--- src/rtl/acq_pkg.sv ---
// acq_pkg: shared state type and sizing helpers for the capture path.
// Optional decimation is enabled by defining ACQ_CAPTURE_DECIM_EN.
package acq_pkg;

  typedef enum logic [1:0] {
    IDLE,
    CAPTURE,
    DRAIN,
    DONE
  } state_t;

  localparam int LANES = 4;

  function automatic int word_w(input int lane_w);
    return 2 * LANES * lane_w;
  endfunction

  // FIFO entries pack as {addr, data}
  function automatic int entry_w(input int addr_w,
                                 input int lane_w);
    return addr_w + word_w(lane_w);
  endfunction

endpackage

--- src/rtl/acq_capture_if.sv ---
// acq_capture_if: bank #2 write port, valid/ready handshake.
// Shared by acq_capture (master) and the memory controller (slave).
interface acq_capture_if
  import acq_pkg::*;
#(
  parameter int ADDR_W = 14,
  parameter int LANE_W = 16
);

  logic [word_w(LANE_W)-1:0] mem_wr_data;
  logic [ADDR_W-1:0]         mem_wr_addr;
  logic                      mem_wr_valid;
  logic                      mem_wr_ready;

  modport master (
    output mem_wr_data,
    output mem_wr_addr,
    output mem_wr_valid,
    input  mem_wr_ready
  );

  modport slave (
    input  mem_wr_data,
    input  mem_wr_addr,
    input  mem_wr_valid,
    output mem_wr_ready
  );

endinterface

--- src/rtl/capture_fifo.sv ---
// capture_fifo: synchronous show-ahead FIFO, head visible when !empty.
// A push at full is taken only if a pop happens in the same cycle.
module capture_fifo #(
  parameter int W     = 142,
  parameter int DEPTH = 16
) (
  input  logic         clk,
  input  logic         rst_n,
  input  logic         push,
  input  logic         pop,
  input  logic [W-1:0] wdata,
  output logic [W-1:0] rdata,
  output logic         full,
  output logic         empty
);

  localparam int AW = $clog2(DEPTH);

  logic [W-1:0] mem_q [DEPTH];
  logic [AW:0]  wptr_q, wptr_d;
  logic [AW:0]  rptr_q, rptr_d;
  logic         wr_en, rd_en;

  assign empty = (wptr_q == rptr_q);
  assign full  = (wptr_q[AW] != rptr_q[AW]) &&
                 (wptr_q[AW-1:0] == rptr_q[AW-1:0]);
  assign rd_en = pop && !empty;
  assign wr_en = push && (!full || rd_en);
  assign rdata = mem_q[rptr_q[AW-1:0]];

  always_comb begin
    wptr_d = wptr_q;
    rptr_d = rptr_q;
    if (wr_en) wptr_d = wptr_q + 1'b1;
    if (rd_en) rptr_d = rptr_q + 1'b1;
  end

  always_ff @(posedge clk or negedge rst_n) begin
    if (!rst_n) begin
      wptr_q <= '0;
      rptr_q <= '0;
    end else begin
      wptr_q <= wptr_d;
      rptr_q <= rptr_d;
    end
  end

  always_ff @(posedge clk) begin
    if (wr_en) mem_q[wptr_q[AW-1:0]] <= wdata;
  end

endmodule

--- src/rtl/acq_capture.sv ---
// acq_capture: filter I/Q sink writing 128-bit words to bank #2.
// Define ACQ_CAPTURE_DECIM_EN to add the decim input (keep 1 in decim+1).
module acq_capture
  import acq_pkg::*;
#(
  parameter int ADDR_W     = 14,
  parameter int FIFO_DEPTH = 16,
  parameter int LANE_W     = 16
) (
  input  logic                    clk,
  input  logic                    rst_n,
  input  logic                    arm,
  input  logic [ADDR_W-1:0]       num_words,
`ifdef ACQ_CAPTURE_DECIM_EN
  input  logic [3:0]              decim,
`endif
  input  logic                    ADC_enable,
  input  logic                    filter_valid,
  input  logic [LANES*LANE_W-1:0] data_in_i,
  input  logic [LANES*LANE_W-1:0] data_in_q,
  acq_capture_if.master           mem,
  output logic                    busy,
  output logic                    done,
  output logic                    overflow
);

  localparam int WW = word_w(LANE_W);
  localparam int EW = entry_w(ADDR_W, LANE_W);

  state_t            state_q, state_d;
  logic [ADDR_W-1:0] num_q, num_d;
  logic [ADDR_W-1:0] cnt_q, cnt_d;
  logic              ovf_q, ovf_d;
  logic              s1_vld_q, s1_vld_d;
  logic [EW-1:0]     s1_q, s1_d;
  logic [EW-1:0]     head;
  logic              start, gated, accept, last;
  logic              full, empty, pop, drop, wr_vld;

  assign start = (state_q == IDLE) && arm;
  assign gated = (state_q == CAPTURE) && ADC_enable && filter_valid;
  assign last  = (cnt_q + 1'b1) == num_q;

`ifdef ACQ_CAPTURE_DECIM_EN
  logic [3:0] dec_q, dec_d;
  logic [3:0] ph_q, ph_d;

  assign accept = gated && (ph_q == '0);

  always_comb begin
    dec_d = dec_q;
    ph_d  = ph_q;
    if (gated) ph_d = (ph_q == dec_q) ? '0 : ph_q + 1'b1;
    if (start) begin
      dec_d = decim;
      ph_d  = '0;
    end
  end

  always_ff @(posedge clk or negedge rst_n) begin
    if (!rst_n) begin
      dec_q <= '0;
      ph_q  <= '0;
    end else begin
      dec_q <= dec_d;
      ph_q  <= ph_d;
    end
  end
`else
  assign accept = gated;
`endif

  // Full without a same-cycle pop loses the word; its address is skipped
  assign wr_vld = !empty;
  assign pop    = wr_vld && mem.mem_wr_ready;
  assign drop   = s1_vld_q && full && !pop;

  always_comb begin
    num_d    = num_q;
    cnt_d    = cnt_q;
    ovf_d    = ovf_q;
    s1_vld_d = accept;
    s1_d     = s1_q;
    if (accept) begin
      s1_d  = {cnt_q, data_in_i, data_in_q};
      cnt_d = cnt_q + 1'b1;
    end
    if (drop) ovf_d = 1'b1;
    if (start) begin
      num_d = num_words;
      cnt_d = '0;
      ovf_d = 1'b0;
    end
  end

  always_comb begin
    state_d = state_q;
    unique case (state_q)
      IDLE: begin
        if (arm) state_d = (num_words == '0) ? DONE : CAPTURE;
      end
      CAPTURE: begin
        if (accept && last) state_d = DRAIN;
        else if (!ADC_enable && cnt_q != '0) state_d = DRAIN;
      end
      DRAIN: begin
        if (empty && !s1_vld_q) state_d = DONE;
      end
      DONE:    state_d = IDLE;
      default: state_d = IDLE;
    endcase
  end

  always_ff @(posedge clk or negedge rst_n) begin
    if (!rst_n) begin
      state_q  <= IDLE;
      num_q    <= '0;
      cnt_q    <= '0;
      ovf_q    <= 1'b0;
      s1_vld_q <= 1'b0;
      s1_q     <= '0;
    end else begin
      state_q  <= state_d;
      num_q    <= num_d;
      cnt_q    <= cnt_d;
      ovf_q    <= ovf_d;
      s1_vld_q <= s1_vld_d;
      s1_q     <= s1_d;
    end
  end

  capture_fifo #(
    .W     (EW),
    .DEPTH (FIFO_DEPTH)
  ) u_fifo (
    .clk   (clk),
    .rst_n (rst_n),
    .push  (s1_vld_q),
    .pop   (pop),
    .wdata (s1_q),
    .rdata (head),
    .full  (full),
    .empty (empty)
  );

  assign mem.mem_wr_valid = wr_vld;
  assign mem.mem_wr_addr  = wr_vld ? head[EW-1:WW] : '0;
  assign mem.mem_wr_data  = wr_vld ? head[WW-1:0] : '0;

  assign busy     = (state_q != IDLE);
  assign done     = (state_q == DONE);
  assign overflow = ovf_q;

endmodule

--- src/flat_wrapper.sv ---
// flat-port wrapper written by rule: the top's interface ports become plain ports
module acq_capture_flat import acq_pkg::*;
#(
  parameter int ADDR_W     = 14,
  parameter int FIFO_DEPTH = 16,
  parameter int LANE_W     = 16
)
  (clk, rst_n, arm, num_words, ADC_enable, filter_valid, data_in_i, data_in_q, busy, done, overflow, mem_mem_wr_data, mem_mem_wr_addr, mem_mem_wr_valid, mem_mem_wr_ready);
  acq_capture_if #(.ADDR_W(ADDR_W), .LANE_W(LANE_W)) mem_i ();
  input  logic clk;
  input  logic rst_n;
  input  logic arm;
  input  logic [ADDR_W-1:0] num_words;
  input  logic ADC_enable;
  input  logic filter_valid;
  input  logic [LANES*LANE_W-1:0] data_in_i;
  input  logic [LANES*LANE_W-1:0] data_in_q;
  output logic busy;
  output logic done;
  output logic overflow;
  output wire logic [$bits(mem_i.mem_wr_data)-1:0] mem_mem_wr_data;
  output wire logic [$bits(mem_i.mem_wr_addr)-1:0] mem_mem_wr_addr;
  output wire logic [$bits(mem_i.mem_wr_valid)-1:0] mem_mem_wr_valid;
  input wire logic [$bits(mem_i.mem_wr_ready)-1:0] mem_mem_wr_ready;
  assign mem_mem_wr_data = mem_i.mem_wr_data;
  assign mem_mem_wr_addr = mem_i.mem_wr_addr;
  assign mem_mem_wr_valid = mem_i.mem_wr_valid;
  assign mem_i.mem_wr_ready = mem_mem_wr_ready;
  acq_capture #(.ADDR_W(ADDR_W), .FIFO_DEPTH(FIFO_DEPTH), .LANE_W(LANE_W)) u_core (.clk(clk), .rst_n(rst_n), .arm(arm), .num_words(num_words), .ADC_enable(ADC_enable), .filter_valid(filter_valid), .data_in_i(data_in_i), .data_in_q(data_in_q), .mem(mem_i), .busy(busy), .done(done), .overflow(overflow));
endmodule
--- config.mk ---
export PLATFORM = sky130hd
export DESIGN_NAME = acq_capture_flat
export DESIGN_NICKNAME = d
export VERILOG_FILES = /design/src/rtl/acq_pkg.sv /design/src/rtl/acq_capture_if.sv /design/src/rtl/capture_fifo.sv /design/src/rtl/acq_capture.sv /design/src/flat_wrapper.sv
export SDC_FILE = /design/constraint.sdc
export NUM_CORES = 2
export LEC_CHECK = 0
export ABC_AREA = 1
export ABC_CLOCK_PERIOD_IN_PS = 10300
export CAP_MARGIN = 20
export CORE_MARGIN = 2
export CORE_UTILIZATION = 25
export CTS_CLUSTER_DIAMETER = 80
export CTS_CLUSTER_SIZE = 30
export DETAILED_ROUTE_END_ITERATION = 12
export GPL_TIMING_DRIVEN = 0
export SYNTH_ARGS = -nofsm -noshare
export SYNTH_HDL_FRONTEND = slang
export SYNTH_HIERARCHICAL = 1
export SYNTH_SLANG_ARGS = --single-unit
--- constraint.sdc ---
create_clock -name clk -period 10.3 [get_ports clk]
set_clock_uncertainty 0.1 [all_clocks]
set_input_delay 3.09 -clock clk [delete_from_list [all_inputs] [get_ports clk]]
set_output_delay 3.09 -clock clk [all_outputs]
set_load 0.02 [all_outputs]
# After elaboration in Yosys (flattened, before gate mapping)
# Memories as Yosys holds them, arrays and structs flattened.
# Index checks and enable logic that the tools add are counted.
dict set report classes {
  addsub 3
  eq_ne 10
  mux 14
  reduce_logical 25
}
# operator count
set op_table {}
lappend op_table {{128-bit 2-to-1 mux} 1}
lappend op_table {{14-bit 2-to-1 mux} 3}
lappend op_table {{14-bit by 1-bit adder with 14-bit output, second input constant} 1}
lappend op_table {{14-bit == test} 1}
lappend op_table {{14-bit zero test} 1}
lappend op_table {{14-bit nonzero test} 1}
lappend op_table {{1-bit logical AND} 12}
lappend op_table {{5-bit by 1-bit adder with 5-bit output, second input constant} 2}
lappend op_table {{2-bit 2-to-1 mux} 5}
lappend op_table {{2-bit one-hot mux with 4 select lines} 1}
lappend op_table {{2-bit nonzero test} 3}
lappend op_table {{5-bit == test} 1}
lappend op_table {{1-bit zero test} 5}
lappend op_table {{2-bit == test, second input constant} 2}
lappend op_table {{4-bit == test} 1}
lappend op_table {{1-bit 2-to-1 mux} 4}
lappend op_table {{3-bit inequality test, second input constant} 1}
lappend op_table {{3-bit AND reduction} 1}
lappend op_table {{2-bit by 1-bit == test with 1-bit output, second input constant} 1}
lappend op_table {{2-bit zero test} 1}
lappend op_table {{2-bit by 1-bit inequality test with 1-bit output, second input constant} 1}
lappend op_table {{2-bit inequality test, second input constant} 1}
lappend op_table {{1-bit logical OR} 1}
lappend op_table {{1-bit inequality test} 1}
dict set report word_totals {
  ff_bits 184
  mem_bits_rw 2272
  in_bits 148
  out_inout_bits 146
  wordCells 61
  n_memories 1
}
# memory depth width rd rd_clocked_by_memory_dff wr line_no
set memory_table {}
lappend memory_table {u_core.u_fifo.mem_q 16 142 1 0 1 capture_fifo.sv:19} ;# logic [W-1:0] mem_q [DEPTH];

# Depth between registers and ports, before layout
dict set report depth {
  depth_word 8
  mapped_depth 17
  depth_no_buf 15
}

# Modules after synthesis
# Netlist, hierarchy kept.
# mod instances cells_each area_each_um2 seq_area_each_um2
set by_module_without_submodules {}
lappend by_module_without_submodules {capture_fifo 1 6975 89792.4 68475.7}
lappend by_module_without_submodules {acq_capture 1 1175 8403.1 4354.2}

# Least setup slack after synthesis
# OpenSTA, ideal clock, no wires.
dict set report synth_timing {
  kind {input to register}
  startpoint {input mem_mem_wr_ready}
  endpoint {memory u_core.u_fifo.mem_q[0][0] (enable)}
  t_arrival_ns 9.610
  required_ns 9.552
  path_slack_ns -0.058
  path_stages 7
  n_path_buf 1
  cell_sequence {inv_1 > nor2_1 > inv_1 > nand4_2 > nand2_2 > buf_6 > nor2_1}
}
dict set report synth_via {
  elab_chain_len 6
}
# element line_no
set synth_lines {}
lappend synth_lines {{start: declaration} flat_wrapper.sv:24} ;# input wire logic [$bits(mem_i.mem_wr_ready)-1:0] mem_mem_wr_ready;
lappend synth_lines {{1-bit logical AND} acq_capture.sv:75} ;# assign pop = wr_vld && mem.mem_wr_ready;
lappend synth_lines {{net u_core.pop} acq_capture.sv:38} ;# logic full, empty, pop, drop, wr_vld;
lappend synth_lines {{1-bit logical AND} capture_fifo.sv:27} ;# assign rd_en = pop && !empty;
lappend synth_lines {{1-bit logical OR} capture_fifo.sv:28} ;# assign wr_en = push && (!full || rd_en);
lappend synth_lines {{1-bit logical AND} capture_fifo.sv:28}
lappend synth_lines {{1-bit 2-to-1 mux} capture_fifo.sv:49} ;# if (wr_en) mem_q[wptr_q[AW-1:0]] <= wdata;
lappend synth_lines {{1-bit 2-to-1 mux (implied by the code)} capture_fifo.sv:49}
lappend synth_lines {{end: declaration} capture_fifo.sv:19}
# The timed path passes the listed nets, and every way through them passes these cells.

# Worst setup path in the final report
dict set report layout_timing {
  startpoint {register u_core.u_fifo.rptr_q[0]}
  endpoint {output mem_mem_wr_addr[13]}
}
dict set report layout_via {
  elab_chain_len 2
  word_cells_on_any_way 3
  cone_classes {1 x eq/ne; 1 x mux; 1 x memory}
}
# element line_no
set layout_lines {}
lappend layout_lines {{start: declaration} capture_fifo.sv:21} ;# logic [AW:0] rptr_q, rptr_d;
lappend layout_lines {{start signal: assignment} capture_fifo.sv:44} ;# rptr_q <= rptr_d;
lappend layout_lines {{memory 16 x 142 bit} --}
lappend layout_lines {{net u_core.head[141]} acq_capture.sv:36} ;# logic [EW-1:0] head;
lappend layout_lines {{14-bit 2-to-1 mux} acq_capture.sv:147} ;# assign mem.mem_wr_addr = wr_vld ? head[EW-1:WW] : '0;
lappend layout_lines {{end: declaration} flat_wrapper.sv:22} ;# output wire logic [$bits(mem_i.mem_wr_addr)-1:0] mem_mem_wr_addr;
# The timed path passes the listed nets, and every way through them passes these cells.

==> results_dict.tcl <==
set metrics [dict create \
    drive_gt1_frac 0.0545 \
    cts_resized 0 \
    ys_warn_count 6 \
    setup_violations 0 \
    synthFlopType "edfxtp_1" \
    synth_edf_count 2272 \
    fp.dieW_um 631 \
    switching_power_mw 12.9 \
    root_buffer "clkbuf_16" \
    p_clk_frac 0.165 \
    track_usage 0.141 \
    dr.pass1.iters 6 \
    layout_common_cells "edfxtp_1 (2272), nor2_1 (1732), nand2_1 (1119)" \
    cts_buffers 102 \
    grt_pass1_wl_mm 416 \
    crit_fanout 10 \
    max_slew.worst_pin.slew_ns 1.10 \
    cp.required_ns 7.11 \
    grt_max_degree 80 \
    die_h_um 631 \
    ys_seq_elements 2456 \
    avgSynthCellArea_um2 12.0 \
    io_buffer_count 293 \
    synth_area_mm2 0.0982 \
    total_power_mw 31.2 \
    holdBufCountCts 0 \
    crit_slowest_cell "buf_2" \
    maxSlewViolCount 0 \
    fp.coreArea_mm2 0.392 \
    clk_pin_slew_worst_paths_ns 0.11 \
    critPathLaunchType "flip-flop" \
    post-route-util 0.290 \
    routabilityCongestion 0.830 \
    dp_hpwl_mm 208 \
    antenna_found_initial 18 \
    syn_nets 8310 \
    drt-initial-drc-count 5962 \
    worstPathCellList "buf_6 > buf_6 > buf_6 > buf_2 > buf_4 > nor2_1 > nor2_1 > o21ai_0 > o211ai_1 > nand3_1 > nand2_1 > inv_1 > nor2_1 > clkdlybuf4s50_1" \
    power.density_mw_per_mm2 275 \
    maxCapViolCount 0 \
    p_int_mw 18.3 \
    period_share 0.817 \
    rsz0062_at_grt "false" \
    yosysSeqAreaShare 0.742 \
    grt_overflow 0 \
    p_seq_frac 0.446 \
    hold_violations 0 \
    drc 0 \
    ant_nets 0 \
    insertion_delay_ns 0.81 \
    cts_setup_buffers 0 \
    cpPeakStageDelay_ns 0.79 \
    std_cell_rows 230 \
    yosysTopAreaCell "edfxtp_1" \
    cts_max_path_buffers 3 \
    wl_mm 291 \
    ir_worst_vdd_mv 0.188 \
    via_count 63200 \
    cts_tree "done" \
    slew_headroom 0.267 \
    synth_top_cell_area_share 0.695 \
    endpoint_kind "output port" \
    grt_pass1_vias 60800 \
    layout_commonest_cell "edfxtp_1" \
    nNetsFinal 8814 \
    io_pins 294 \
    clock-sinks 2456 \
    combPwrFrac 0.389 \
    dieArea_mm2 0.398 \
    syn_inst 8150 \
    ys_types 33 \
    synth_area_leaders "edfxtp_1 (69%), nor2_1 (6.7%), o21ai_0 (5.6%)" \
    area_delta_synth_final_pct 15.5 \
    hp-class "flip-flop to flip-flop" \
    max_freq_ghz 0.119 \
    critical_path_arrival_ns 5.22 \
    via_per_inst 4.52 \
    path_class "flip-flop to output port" \
    htreeDepth 3 \
    async_flop_share 0.0749 \
    leakage_nw 38.1 \
    start_util 0.251 \
    status "complete, no violations" \
    min_period_ns 8.41 \
    swShare 0.414 \
    wl_per_cell_um 20.8 \
]
-- worst max-delay path, delay by kind of cell (launching register included) --
family	cells	cell delay [ns]
AO/OA/AOI/OAI	2	0.27
AND/OR/NAND/NOR	5	1.08
flip-flops	1	0.39
buffers and inverters	7	2.63
-- power by group through the flow --
| stage | combinational (mW) | sequential [mW] | clock [mW] |
|---|---|---|---|
| detailed placement | 12.2 | 14.2 | 0 |
| floorplan | 6.59 | 13.5 | 0 |
| CTS | 12.3 | 14.0 | 5.25 |
| finish | 12.1 | 13.9 | 5.14 |
| global placement | 12.0 | 14.2 | 0 |
| global route | 13.2 | 14.1 | 5.57 |
-- flip-flops by register name, indices dropped and copies added, names as in the netlist --
name                  count
u_core/s1_vld_q           1
u_core/u_fifo/rptr_q      5
u_core/u_fifo/wptr_q      5
u_core/s1_q             142
u_core/state_q            2
u_core/num_q             14
u_core/u_fifo/mem_q    2272
u_core/cnt_q             14
u_core/overflow           1
-- per-stage QoR --
| stage | cell area [um2] | setup TNS (ns) | cells | hold slack, ns | setup WS [ns] |
|---|---|---|---|---|---|
| floorplan | 98200 | -46.98 | 8150 | 0.362 | -0.0473 |
| global placement | 108000 | -8828.18 | 13700 | 0.380 | -6.89 |
| detailed placement | 110000 | 0 | 13800 | 0.407 | 2.68 |
| CTS | 113000 | 0 | 14000 | 0.437 | 1.80 |
| global route | 113000 | 0 | 14000 | 0.455 | 1.81 |
| finish | 113000 | 0 | 14000 | 0.434 | 1.89 |
-- kinds of logic after synthesis --
logic type,Yosys count,share of synthesized area
AO/OA/AOI/OAI,1747,0.0983
XOR/XNOR,10,0.00103
adder cells (fa/ha/maj),12,0.00153
buffers and inverters,854,0.0368
flip-flops,2456,0.742
AND/OR/NAND/NOR,3071,0.121
-- Yosys cell counts, types with 27 or more instances --
| cell type | number |
|---|---|
| o21ai_0 | 1106 |
| nand3_1 | 177 |
| nand2_1 | 1119 |
| nor2_1 | 1748 |
| o21ai_1 | 199 |
| dfrtp_1 | 184 |
| buf_4 | 27 |
| inv_1 | 336 |
| buf_2 | 136 |
| o22ai_1 | 155 |
| clkbuf_1 | 290 |
| edfxtp_1 | 2272 |
| buf_1 | 41 |
| o211ai_1 | 284 |
-- worst paths after layout --
kind                                         start                    endpoint  slack (ns)  cells past startpoint
max                        u_core/u_fifo/rptr_q[0]         mem_mem_wr_addr[13]        1.89                     14
min                                u_core/num_q[7]             u_core/num_q[7]        0.43                      2
max reg2reg                u_core/u_fifo/rptr_q[0]  u_core/u_fifo/mem_q[8][79]        5.50                     19
min reg2reg                        u_core/num_q[7]             u_core/num_q[7]        0.43                      2
max in group asynchronous                    rst_n             u_core/s1_q[14]        6.71                      3
min in group asynchronous                    rst_n            u_core/s1_q[105]        2.05                      1
-- metal layers --
layer / wire length (um) / vias up / GRT usage
li1: - / 29500 / -
met1: 121000 / 31400 / 0.180
met2: 142000 / 1907 / 0.244
met3: 14800 / 312 / 0.0140
met4: 13600 / 0 / 0.0573
met5: 0 / - / 0
-- cell type report --
type                            instances  area [um2]
Fill cell                           39500      278000
Sequential cell                      2456       72800
Multi-Input combinational cell       4840       21900
Tap cell                             5220        6530
Timing Repair Buffer                  400        5170
Clock buffer                          155        2810
Buffer                                512        2350
Inverter                              342        1280
Clock inverter                         36         534
Antenna cell                            7        17.5
No activity file was read; power rests on OpenSTA's default activity.
